## src/rtl/core_pkg.sv

```systemverilog
// ---------------------------------------------------------------------------
// core_pkg
// Shared definitions for the 8-opcode core:
//   - seq_state_t : instruction sequencer state encoding
//   - OP_*        : 3-bit opcode constants
//   - PC_W_DEF / OFF_W_DEF : default program-counter and branch-offset widths
//   - small helper functions used by the sequencer and by decoder-side code
// ---------------------------------------------------------------------------
package core_pkg;

   localparam int PC_W_DEF  = 8;
   localparam int OFF_W_DEF = 5;

   localparam logic [2:0] OP_SB  = 3'b000;
   localparam logic [2:0] OP_LB  = 3'b001;
   localparam logic [2:0] OP_ADD = 3'b010;
   localparam logic [2:0] OP_AND = 3'b011;
   localparam logic [2:0] OP_XOR = 3'b100;
   localparam logic [2:0] OP_CPY = 3'b101;
   localparam logic [2:0] OP_SL  = 3'b110;
   localparam logic [2:0] OP_BNE = 3'b111;

   typedef enum logic [2:0] {
      S_IDLE   = 3'd0,
      S_FETCH  = 3'd1,
      S_DECODE = 3'd2,
      S_EXEC   = 3'd3,
      S_MEM    = 3'd4,
      S_WB     = 3'd5,
      S_HALT   = 3'd6
   } seq_state_t;

   // A run is in progress in every state between FETCH and WB inclusive.
   function automatic logic state_is_busy(seq_state_t s);
      return (s == S_FETCH) || (s == S_DECODE) || (s == S_EXEC) ||
             (s == S_MEM)   || (s == S_WB);
   endfunction

   // Opcode classification, for decoder-side code sharing this package.
   function automatic logic op_uses_mem(logic [2:0] op);
      return (op == OP_SB) || (op == OP_LB);
   endfunction

   function automatic logic op_writes_reg(logic [2:0] op);
      return (op == OP_LB)  || (op == OP_ADD) || (op == OP_AND) ||
             (op == OP_XOR) || (op == OP_CPY) || (op == OP_SL);
   endfunction

   function automatic logic op_is_branch(logic [2:0] op);
      return op == OP_BNE;
   endfunction

endpackage : core_pkg

```

## src/rtl/instr_sequencer_pc_unit.sv

```systemverilog
// ---------------------------------------------------------------------------
// pc_unit
// Program counter register with increment / relative-branch update.
// All arithmetic is modulo 2^PC_W, so branches and increments wrap.
// Ports:
//   clk, rst_n : clock, asynchronous active-low reset (pc -> 0)
//   clr        : synchronous clear to 0 (start of a run), has priority
//   upd        : apply the update this cycle (WB)
//   br_take    : 1 -> pc + sign-extended br_off, 0 -> pc + 1
//   br_off     : signed two's-complement branch offset
//   pc         : current program counter
// ---------------------------------------------------------------------------
module pc_unit
   import core_pkg::*;
#(
   parameter int PC_W  = PC_W_DEF,
   parameter int OFF_W = OFF_W_DEF
) (
   input  logic             clk,
   input  logic             rst_n,
   input  logic             clr,
   input  logic             upd,
   input  logic             br_take,
   input  logic [OFF_W-1:0] br_off,
   output logic [PC_W-1:0]  pc
);

   logic [PC_W-1:0] pc_q;
   logic [PC_W-1:0] pc_d;
   logic [PC_W-1:0] off_ext;

   // Offset is narrower than the PC; replicate its sign bit.
   assign off_ext = {{(PC_W-OFF_W){br_off[OFF_W-1]}}, br_off};

   always_comb begin
      pc_d = pc_q;
      if (clr) begin
         pc_d = '0;
      end else if (upd) begin
         if (br_take) begin
            pc_d = pc_q + off_ext;
         end else begin
            pc_d = pc_q + PC_W'(1);
         end
      end
   end

   always_ff @(posedge clk or negedge rst_n) begin
      if (!rst_n) begin
         pc_q <= '0;
      end else begin
         pc_q <= pc_d;
      end
   end

   assign pc = pc_q;

endmodule : pc_unit

```

## src/rtl/instr_sequencer.sv

```systemverilog
// ---------------------------------------------------------------------------
// instr_sequencer
// Multi-cycle sequencer for the 8-opcode core. Steps each instruction
// through FETCH, DECODE, EXEC, optional MEM and WB, gates decoder flags into
// single-cycle datapath enables, runs the data-memory req/ack handshake with
// a timeout, and counts retired instructions.
// Ports:
//   clk, rst_n     : clock, asynchronous active-low reset
//   start          : level, begins a run from pc=0 when IDLE or HALT
//   halt_req       : external stop, only looked at in WB
//   ctl_branch/ctl_read_mem/ctl_write_mem/ctl_write_reg : decoder flags
//   branch_taken   : ALU compare result (valid in EXEC)
//   branch_off     : signed branch offset (valid in EXEC)
//   mem_ack        : data-memory completion (ignored outside MEM)
//   pc             : instruction address
//   ir_load        : IR capture enable (DECODE)
//   mem_req/mem_we : data-memory request / write qualifier (MEM)
//   reg_we         : register-file write enable (WB)
//   busy           : run in progress
//   done           : run ended normally (held until next start)
//   mem_err        : memory timeout (held until next start)
//   instr_count    : retired instructions this run, saturating
// ---------------------------------------------------------------------------
module instr_sequencer
   import core_pkg::*;
#(
   parameter int PC_W        = PC_W_DEF,
   parameter int OFF_W       = OFF_W_DEF,
   parameter int PROG_END    = 255,
   parameter int MEM_TIMEOUT = 15,
   parameter int CNT_W       = 16
) (
   input  logic             clk,
   input  logic             rst_n,
   input  logic             start,
   input  logic             halt_req,
   input  logic             ctl_branch,
   input  logic             ctl_read_mem,
   input  logic             ctl_write_mem,
   input  logic             ctl_write_reg,
   input  logic             branch_taken,
   input  logic [OFF_W-1:0] branch_off,
   input  logic             mem_ack,
   output logic [PC_W-1:0]  pc,
   output logic             ir_load,
   output logic             mem_req,
   output logic             mem_we,
   output logic             reg_we,
   output logic             busy,
   output logic             done,
   output logic             mem_err,
   output logic [CNT_W-1:0] instr_count
);

   localparam int WAIT_W = $clog2(MEM_TIMEOUT + 1);

   seq_state_t       state_q,  state_d;
   logic             br_take_q, br_take_d;
   logic [OFF_W-1:0] br_off_q,  br_off_d;
   logic [WAIT_W-1:0] wait_q,   wait_d;
   logic [CNT_W-1:0] cnt_q,     cnt_d;
   logic             done_q,    done_d;
   logic             err_q,     err_d;

   logic             pc_clr;
   logic             pc_upd;

   // ------------------------------------------------------------------
   // Next-state and control
   // ------------------------------------------------------------------
   always_comb begin
      state_d   = state_q;
      br_take_d = br_take_q;
      br_off_d  = br_off_q;
      wait_d    = wait_q;
      cnt_d     = cnt_q;
      done_d    = done_q;
      err_d     = err_q;
      pc_clr    = 1'b0;
      pc_upd    = 1'b0;

      case (state_q)
         S_IDLE, S_HALT: begin
            if (start) begin
               state_d = S_FETCH;
               pc_clr  = 1'b1;
               cnt_d   = '0;
               done_d  = 1'b0;
               err_d   = 1'b0;
            end
         end

         S_FETCH: begin
            state_d = S_DECODE;
         end

         S_DECODE: begin
            state_d = S_EXEC;
         end

         S_EXEC: begin
            // Capture the branch decision now; the ALU result is only
            // guaranteed valid in this cycle.
            br_take_d = ctl_branch & branch_taken;
            br_off_d  = branch_off;
            wait_d    = '0;
            if (ctl_read_mem || ctl_write_mem) begin
               state_d = S_MEM;
            end else begin
               state_d = S_WB;
            end
         end

         S_MEM: begin
            // An ack in the last allowed cycle still wins over the timeout.
            if (mem_ack) begin
               state_d = S_WB;
            end else if (wait_q == WAIT_W'(MEM_TIMEOUT - 1)) begin
               state_d = S_HALT;
               err_d   = 1'b1;
            end else begin
               wait_d = wait_q + WAIT_W'(1);
            end
         end

         S_WB: begin
            pc_upd = 1'b1;
            if (cnt_q != {CNT_W{1'b1}}) begin
               cnt_d = cnt_q + CNT_W'(1);
            end
            // End-of-program test uses the pc of the instruction retiring
            // now, not the updated one.
            if ((pc == PC_W'(PROG_END)) || halt_req) begin
               state_d = S_HALT;
               done_d  = 1'b1;
            end else begin
               state_d = S_FETCH;
            end
         end

         default: begin
            state_d = S_IDLE;
         end
      endcase
   end

   // ------------------------------------------------------------------
   // State registers
   // ------------------------------------------------------------------
   always_ff @(posedge clk or negedge rst_n) begin
      if (!rst_n) begin
         state_q   <= S_IDLE;
         br_take_q <= 1'b0;
         br_off_q  <= '0;
         wait_q    <= '0;
         cnt_q     <= '0;
         done_q    <= 1'b0;
         err_q     <= 1'b0;
      end else begin
         state_q   <= state_d;
         br_take_q <= br_take_d;
         br_off_q  <= br_off_d;
         wait_q    <= wait_d;
         cnt_q     <= cnt_d;
         done_q    <= done_d;
         err_q     <= err_d;
      end
   end

   // ------------------------------------------------------------------
   // Program counter
   // ------------------------------------------------------------------
   pc_unit #(
      .PC_W  (PC_W),
      .OFF_W (OFF_W)
   ) u_pc (
      .clk     (clk),
      .rst_n   (rst_n),
      .clr     (pc_clr),
      .upd     (pc_upd),
      .br_take (br_take_q),
      .br_off  (br_off_q),
      .pc      (pc)
   );

   // ------------------------------------------------------------------
   // Outputs: decoded from the state register so that an asynchronous
   // reset drops every enable in the same instant.
   // ------------------------------------------------------------------
   assign ir_load     = (state_q == S_DECODE);
   assign mem_req     = (state_q == S_MEM);
   assign mem_we      = (state_q == S_MEM) & ctl_write_mem;
   assign reg_we      = (state_q == S_WB) & ctl_write_reg;
   assign busy        = state_is_busy(state_q);
   assign done        = done_q;
   assign mem_err     = err_q;
   assign instr_count = cnt_q;

endmodule : instr_sequencer

```

## config.mk

```make
export PLATFORM = sky130hd
export DESIGN_NAME = instr_sequencer
export DESIGN_NICKNAME = d
export VERILOG_FILES = /design/src/rtl/core_pkg.sv /design/src/rtl/instr_sequencer_pc_unit.sv /design/src/rtl/instr_sequencer.sv
export SDC_FILE = /design/constraint.sdc
export NUM_CORES = 1
export LEC_CHECK = 0
export CORE_ASPECT_RATIO = 0.75
export CORE_MARGIN = 1.5
export CORE_UTILIZATION = 52
export CTS_CLUSTER_SIZE = 40
export DETAILED_ROUTE_END_ITERATION = 16
export PLACE_DENSITY = 0.85
export SETUP_SLACK_MARGIN = 0.4
export SLEW_MARGIN = 5
export SYNTH_ARGS = -nofsm -noshare
export SYNTH_HDL_FRONTEND = slang
export SYNTH_SLANG_ARGS = --single-unit
```

## constraint.sdc

```tcl
create_clock -name clk -period 2.3 [get_ports clk]
set_input_delay 0.23 -clock clk [delete_from_list [all_inputs] [get_ports clk]]
set_output_delay 0.23 -clock clk [all_outputs]
set_load 0.02 [all_outputs]
```

==> flow_summary.ini, run 1 <==
[status]
outcome = finished clean

[cts]
cts-hold-fix-buffers = 0
cts_sinks = 39
tritoncts = yes
cts_inserted_buffers = 5
cts.root.buffer_cell = sky130_fd_sc_hd__clkbuf_8
clk-insertion-delay-late_ns = 0.29
cts-htree-levels = 2
clockBufferDepth = 2
path_clk_slew_ns = 0.08

[setup_path]
end_kind = flop
worstPathBufferInverterCount = 0
worst-endpoint-arrival_ns = 2.20
critical_path.slowest_cell = sky130_fd_sc_hd__dfrtp_2
maximum_cell_stage_delay_along_the_critical_path_ns = 0.48
critPathMaxFanout = 5
timing.critical_path.cells = and2_4, ha_4, nor2b_1, o21a_2, or3_4, a31o_2, o21a_1
start_kind = flop
critPathTopFamily = simple AND/OR/NAND/NOR gates
required_ns = 2.49
path_class = flop to flop

[power_and_ir_drop]
power_density_mw_per_mm2 = 1040
power.leakage_nw = 1.41
vdd.ir_drop.worst_mv = 0.713

[synth]
synth_area_per_cell_sq_um = 9.19
synth_mux_area_frac = 0.00887
async_reset_ff_frac = 1.00
yosys.area_share.simple = 0.275
largest_family_of_logic_cells_by_synthesized_area = simple AND/OR/NAND/NOR gates
synthDominantAreaCellType = sky130_fd_sc_hd__dfrtp_1
synthCells = 261
postSynth.topFlopCell = sky130_fd_sc_hd__dfrtp_1
synth-edff-count = 0
library_cells_used_by_synthesis = 63
netlist_top_cells_count = 39 x sky130_fd_sc_hd__dfrtp_1, 39 x sky130_fd_sc_hd__nand2_1, 15 x sky130_fd_sc_hd__nor2_1
synth_top_cell_area_share = 0.407
synth-compound-area-share = 0.195
fraction_of_synthesized_cell_area_in_xor_and_xnor_cells = 0.0256
synth.yosys.seq_area_share = 0.407
synth.area.top_cells = sky130_fd_sc_hd__dfrtp_1 41%, sky130_fd_sc_hd__nand2_1 6.1%, sky130_fd_sc_hd__ha_1 4.2%, sky130_fd_sc_hd__a21oi_1 2.9%, sky130_fd_sc_hd__nor2_1 2.3%
fraction_of_the_mapped_netlist_area_in_adder_cells = 0.0543
synthesis.yosys.warnings = 0
post_synth_instance_area_sq_mm = 0.00240
postSynthRegisterBits = 39
mappedNetlistNets = 285

[timing]
maxSlewViolCount = 0
finClkSkew_ns = 0.00456
final-setup-viol-count = 0
timing.setup.tns_ns = 0
max-slew-margin-rel = 0.409
final.min_clock_period_ns = 2.01
max_clock_freq_mhz = 497
period_share = 0.874
worst_slew_pin_slew_ns = 0.886
setup_slack_ns = 0.290
final-hold-violation-count = 0
setup_repair_after_global_routing_missed_its_margin = yes

[place]
placedInstanceArea_sq_mm = 0.00294
replace_congestion = 0.883
placement_stage_worst_setup_slack_ns = 0.223
dp_cells = 359
numPortBuffers = 45
dp.final_hpwl_mm = 4.03

[final_layout]
antenna_cells = 0
fin_nets = 347
fin_area_sq_mm = 0.00324
stdcell_count = 381
layout.area.seq_sq_um = 982
post_route_cells_drive_above_1_share = 0.222
final.fill_count = 315
syn2layout_area_growth_pct = 35.3
final_core_utilization = 0.731
multi_input_combinational_cell_area_sq_mm = 0.00148

[global_routing]
global_route.usage.met3 = 0.0467
first_global_vias = 1954
grt.met2_usage = 0.383
global_route_track_usage_on_met1 = 0.353
grt_util_all_layers = 0.248
gr-total-overflow = 0
grt.busiest_layer = met2
grt_max_degree = 40
wire_length_of_the_first_global_routing_pass_mm = 9.25
antenna_found_initial = 0

[floorplanning]
die_h_microns = 61.8
io_pins = 46
floorplan.core_area_sq_mm = 0.00444
die_area_sq_mm = 0.00503
dieWidth_microns = 81.4
initial_core_util = 0.540
placement_rows = 21

[routing]
num_vias = 2304
detail_route.vias_per_cell = 6.05
dr_iter_0_viols = 187
wire_per_inst_microns = 16.6
wirelength_mm = 6.33
ant_nets = 0
drtPass1Iterations = 4
drc = 0

[worst_hold_path]
hold_path_class = input pin to async pin

[job]
maxCapViolations = 0
state kept, by name, summed over array words and instances (netlist names):
name / count
instr_count: 16
br_take_q: 1
wait_q: 4
state_q: 3
u_pc.pc: 8
br_off_q: 5
mem_err: 1
done: 1
worst register-to-register path: cells and delay by family (launching register included):
family          cells  cell delay [ns]
fa+ha+maj           1             0.23
compound gates      3             0.53
simple gates        3             0.68
flops               1             0.48
power by group:
| part | internal [W] | total (W) | switching, W |
|---|---|---|---|
| registers | 0.000866 | 0.00112 | 0.000252 |
| logic | 0.000855 | 0.00180 | 0.000947 |
| clock network | 0.000208 | 0.000459 | 0.000251 |
| total | 0.00193 | 0.00338 | 0.00145 |
per-layer routing:
| layer | share of wire | vias to the layer above |
|---|---|---|
| li1 | - | 1083 |
| met1 | 0.45 | 1114 |
| met2 | 0.46 | 98 |
| met3 | 0.073 | 9 |
| met4 | 0.013 | 0 |
| met5 | 0 | - |
final timing paths:
check	from	to	slack (ns)	depth (start not counted)
min	rst_n	instr_count[13]$_DFFE_PN0P_	0.06	1
max	br_take_q$_DFFE_PN0N_	u_pc.pc[4]$_DFFE_PN0P_	0.29	7
min in group clk	branch_off[2]	br_off_q[2]$_DFFE_PN0N_	0.45	3
min reg2reg	br_off_q[3]$_DFFE_PN0N_	br_off_q[3]$_DFFE_PN0N_	0.49	2
max reg2reg	br_take_q$_DFFE_PN0N_	u_pc.pc[4]$_DFFE_PN0P_	0.29	7
max in group asynchronous	rst_n	state_q[0]$_DFFE_PN0P_	1.64	1
logic make-up (layout without fill, tap and decap cells):
family / after synthesis / in the layout
XOR/XNOR: 7 / 7
AO/OA/AOI/OAI: 65 / 66
buffers and inverters: 19 / 81
multiplexers: 2 / 2
AND/OR/NAND/NOR: 119 / 119
flip-flops: 39 / 39
adder cells (fa/ha/maj): 10 / 10
what timing repair did:
action	4_1_cts	5_1_grt
pin swaps	7	6
buffers inserted	7	6
setup endpoints to repair	19	20
cloned	0	1
gates resized for setup	24	18
final cells by class:
| type | count | share of cell area |
|---|---|---|
| multi-input cells | 204 | 0.457 |
| inverters | 10 | 0.0116 |
| clock buffers | 5 | 0.0212 |
| repair buffers | 63 | 0.181 |
| flip-flops and latches | 39 | 0.303 |
| well taps | 57 | 0.0220 |
| clock inverters | 3 | 0.00463 |
per-stage QoR:
step           hold slack, ns  total power [W]
2_1_floorplan         -0.0656          0.00203
3_3_place_gp            0.400          0.00251
3_5_place_dp            0.408          0.00255
4_1_cts                0.0893          0.00315
5_1_grt                 0.131          0.00360
6_report               0.0565          0.00338
cell usage in the layout (no fill, tap or decap), drive strengths merged, types with 8 or more instances in the layout:
cell type      count
inv               10
a21oi             14
nand3             10
dfrtp             39
ha                 8
buf               17
clkbuf            10
nand4              9
clkdlybuf4s50     39
nor2              15
nand2             39
o21ai             13
(Power assumes the default switching activity.)
==> run 2, diff against run 1 <==
--- a/config.mk
+++ b/config.mk
@@ -12,6 +12,7 @@
 export DETAILED_ROUTE_END_ITERATION = 16
 export PLACE_DENSITY = 0.85
 export SETUP_SLACK_MARGIN = 0.4
+export SKIP_LAST_GASP = 1
 export SLEW_MARGIN = 5
 export SYNTH_ARGS = -nofsm -noshare
 export SYNTH_HDL_FRONTEND = slang
==> results of run 2 <==
Same layout as run 1: the final DEF is identical, and so are final timing and power.
==> run 3, diff against run 2 <==
--- a/config.mk
+++ b/config.mk
@@ -5,11 +5,11 @@
 export SDC_FILE = /design/constraint.sdc
 export NUM_CORES = 1
 export LEC_CHECK = 0
-export CORE_ASPECT_RATIO = 0.75
 export CORE_MARGIN = 1.5
 export CORE_UTILIZATION = 52
 export CTS_CLUSTER_SIZE = 40
 export DETAILED_ROUTE_END_ITERATION = 16
+export HOLD_SLACK_MARGIN = 0.12
 export PLACE_DENSITY = 0.85
 export SETUP_SLACK_MARGIN = 0.4
 export SKIP_LAST_GASP = 1
==> run 3 against run 2 <==
  * Critical path depth is 2 higher
  * Register-to-register slack hardly changed
  * Clock power is 15% higher
  * Highest routed layer unchanged
  * Die area hardly changed
  * Largest cell class unchanged
  * First-iteration DRC count is 44% higher
==> flow_summary.ini, run 3 (synthesis gave the netlist of run 1 again) <==
[timing]
timing.setup.tns_ns = 0
final-hold-violation-count = 0
maxSlewViolCount = 0
final.min_clock_period_ns = 2.02
final-setup-viol-count = 0
setup_repair_after_global_routing_missed_its_margin = yes
max_clock_freq_mhz = 494
finClkSkew_ns = 0.0125
max-slew-margin-rel = 0.683
worst_slew_pin_slew_ns = 0.475
period_share = 0.880
hold_ws_ns = 0.414

[final_layout]
layout.cells.most_common_list = 39 x sky130_fd_sc_hd__clkdlybuf4s50_1, 37 x sky130_fd_sc_hd__nand2_1, 34 x sky130_fd_sc_hd__dfrtp_1
final_core_utilization = 0.758
antenna_cells = 0
final.fill_count = 296
layout.cells.most_common = sky130_fd_sc_hd__clkdlybuf4s50_1
syn2layout_area_growth_pct = 38.5
post_route_cells_drive_above_1_share = 0.234
fin_nets = 357
number_of_flip_flops_under_the_largest_register_name = 16

[setup_path]
start_kind = flop
critPathMaxFanout = 6
end_kind = flop
worst-endpoint-arrival_ns = 2.22
required_ns = 2.50
path_class = flop to flop

[cts]
cts.root.buffer_cell = sky130_fd_sc_hd__clkbuf_8
cts-htree-levels = 2
path_clk_slew_ns = 0.09
tritoncts = yes
clk-insertion-delay-late_ns = 0.30
clockBufferDepth = 2
cts_sinks = 39
cts_inserted_buffers = 5

[power_and_ir_drop]
vdd.ir_drop.worst_mv = 0.705
power.leakage_nw = 1.46
totalPowerFinal_w = 0.00339
power_density_mw_per_mm2 = 1020

[routing]
drc = 0
wire_per_inst_microns = 17.2
num_vias = 2433
drtPass1Iterations = 5
dr_iter_0_viols = 269
ant_nets = 0
detail_route.vias_per_cell = 6.30
wirelength_mm = 6.63

[global_routing]
grt_util_all_layers = 0.252
antenna_found_initial = 0
wire_length_of_the_first_global_routing_pass_mm = 10.2
grt_max_degree = 22
gr-total-overflow = 0
first_global_vias = 2244

[status]
outcome = finished clean

[worst_hold_path]
hold_path_class = input pin to async pin

[place]
dp.final_hpwl_mm = 4.21
replace_congestion = 0.832
numPortBuffers = 45

[floorplanning]
floorplan.core_area_sq_mm = 0.00438
initial_core_util = 0.547
die_h_microns = 70.9
io_pins = 46
dieWidth_microns = 70.9
die_area_sq_mm = 0.00503
placement_rows = 24

[job]
maxCapViolations = 0
-- run 3: changes by cell type in the layout (fill, tap and decap cells not counted), moves of 2 or more --
cell,change
sky130_fd_sc_hd__buf_12,-2
sky130_fd_sc_hd__buf_4,+14
sky130_fd_sc_hd__clkbuf_2,-4
sky130_fd_sc_hd__clkbuf_8,+2
sky130_fd_sc_hd__clkinv_2,-3
sky130_fd_sc_hd__ha_2,+2
sky130_fd_sc_hd__nand2b_1,+2
-- run 3: power breakdown --
part	internal, W	total [W]	switching [W]	leakage [nW]
combinational	0.000811	0.00173	0.000924	0.897
sequential	0.000866	0.00112	0.000257	0.516
clock	0.000274	0.000529	0.000255	0.0515
-- run 3: area by class of cell --
cell class	instances	area (sq um)	area share
clock buffer	8	100	0.0301
sequential	39	982	0.296
inverter	10	37.5	0.0113
timing repair buffer	74	661	0.199
tap	52	65.1	0.0196
multi-input combinational	203	1480	0.445
-- run 3: timing repair --
item	4_1_cts	5_1_grt
gates resized for setup	15	27
pin swaps	5	17
endpoints found under the hold margin	20	0
setup endpoints to repair	14	21
hold buffers	1	0
setup buffers	6	14
-- run 3: final timing paths --
check,start,to,slack [ns],depth (start not counted)
min,rst_n,u_pc.pc[6]$_DFFE_PN0P_,0.41,2
max in group asynchronous,rst_n,done$_DFFE_PN0P_,1.25,3
min in group clk,branch_off[2],br_off_q[2]$_DFFE_PN0N_,0.47,3
max,br_take_q$_DFFE_PN0N_,u_pc.pc[4]$_DFFE_PN0P_,0.28,9
max reg2reg,br_take_q$_DFFE_PN0N_,u_pc.pc[4]$_DFFE_PN0P_,0.28,9
min reg2reg,br_off_q[2]$_DFFE_PN0N_,br_off_q[2]$_DFFE_PN0N_,0.48,2
-- run 3: through the flow --
stage                     worst slack [ns]  std cells  area [sq um]
after floorplan                      0.372        261          2410
after global routing                 0.209        386          3320
after global placement               0.282        357          2940
after detailed placement             0.165        357          2940
final                                0.276        386          3320
after CTS                            0.260        372          3110
-- run 3: worst max-delay path, cell delays in order (launching register included) --
cell and delay (ns):
sky130_fd_sc_hd__dfrtp_2 0.47, sky130_fd_sc_hd__nand2b_1 0.08, sky130_fd_sc_hd__ha_2 0.19, sky130_fd_sc_hd__inv_2 0.06
sky130_fd_sc_hd__fa_2 0.20, sky130_fd_sc_hd__nor2b_1 0.05, sky130_fd_sc_hd__o21a_2 0.24, sky130_fd_sc_hd__or3_4 0.34
sky130_fd_sc_hd__a31o_2 0.21, sky130_fd_sc_hd__o21a_1 0.10
-- run 3: routing by layer --
layer | vias to the layer above | share of wire | wire [microns] | global-route usage
li1 | 1106 | - | - | -
met1 | 1194 | 0.41 | 2750 | 0.333
met2 | 116 | 0.50 | 3320 | 0.420
met3 | 17 | 0.067 | 446 | 0.0456
met4 | 0 | 0.017 | 115 | 0.0839
met5 | - | 0 | 0 | 0
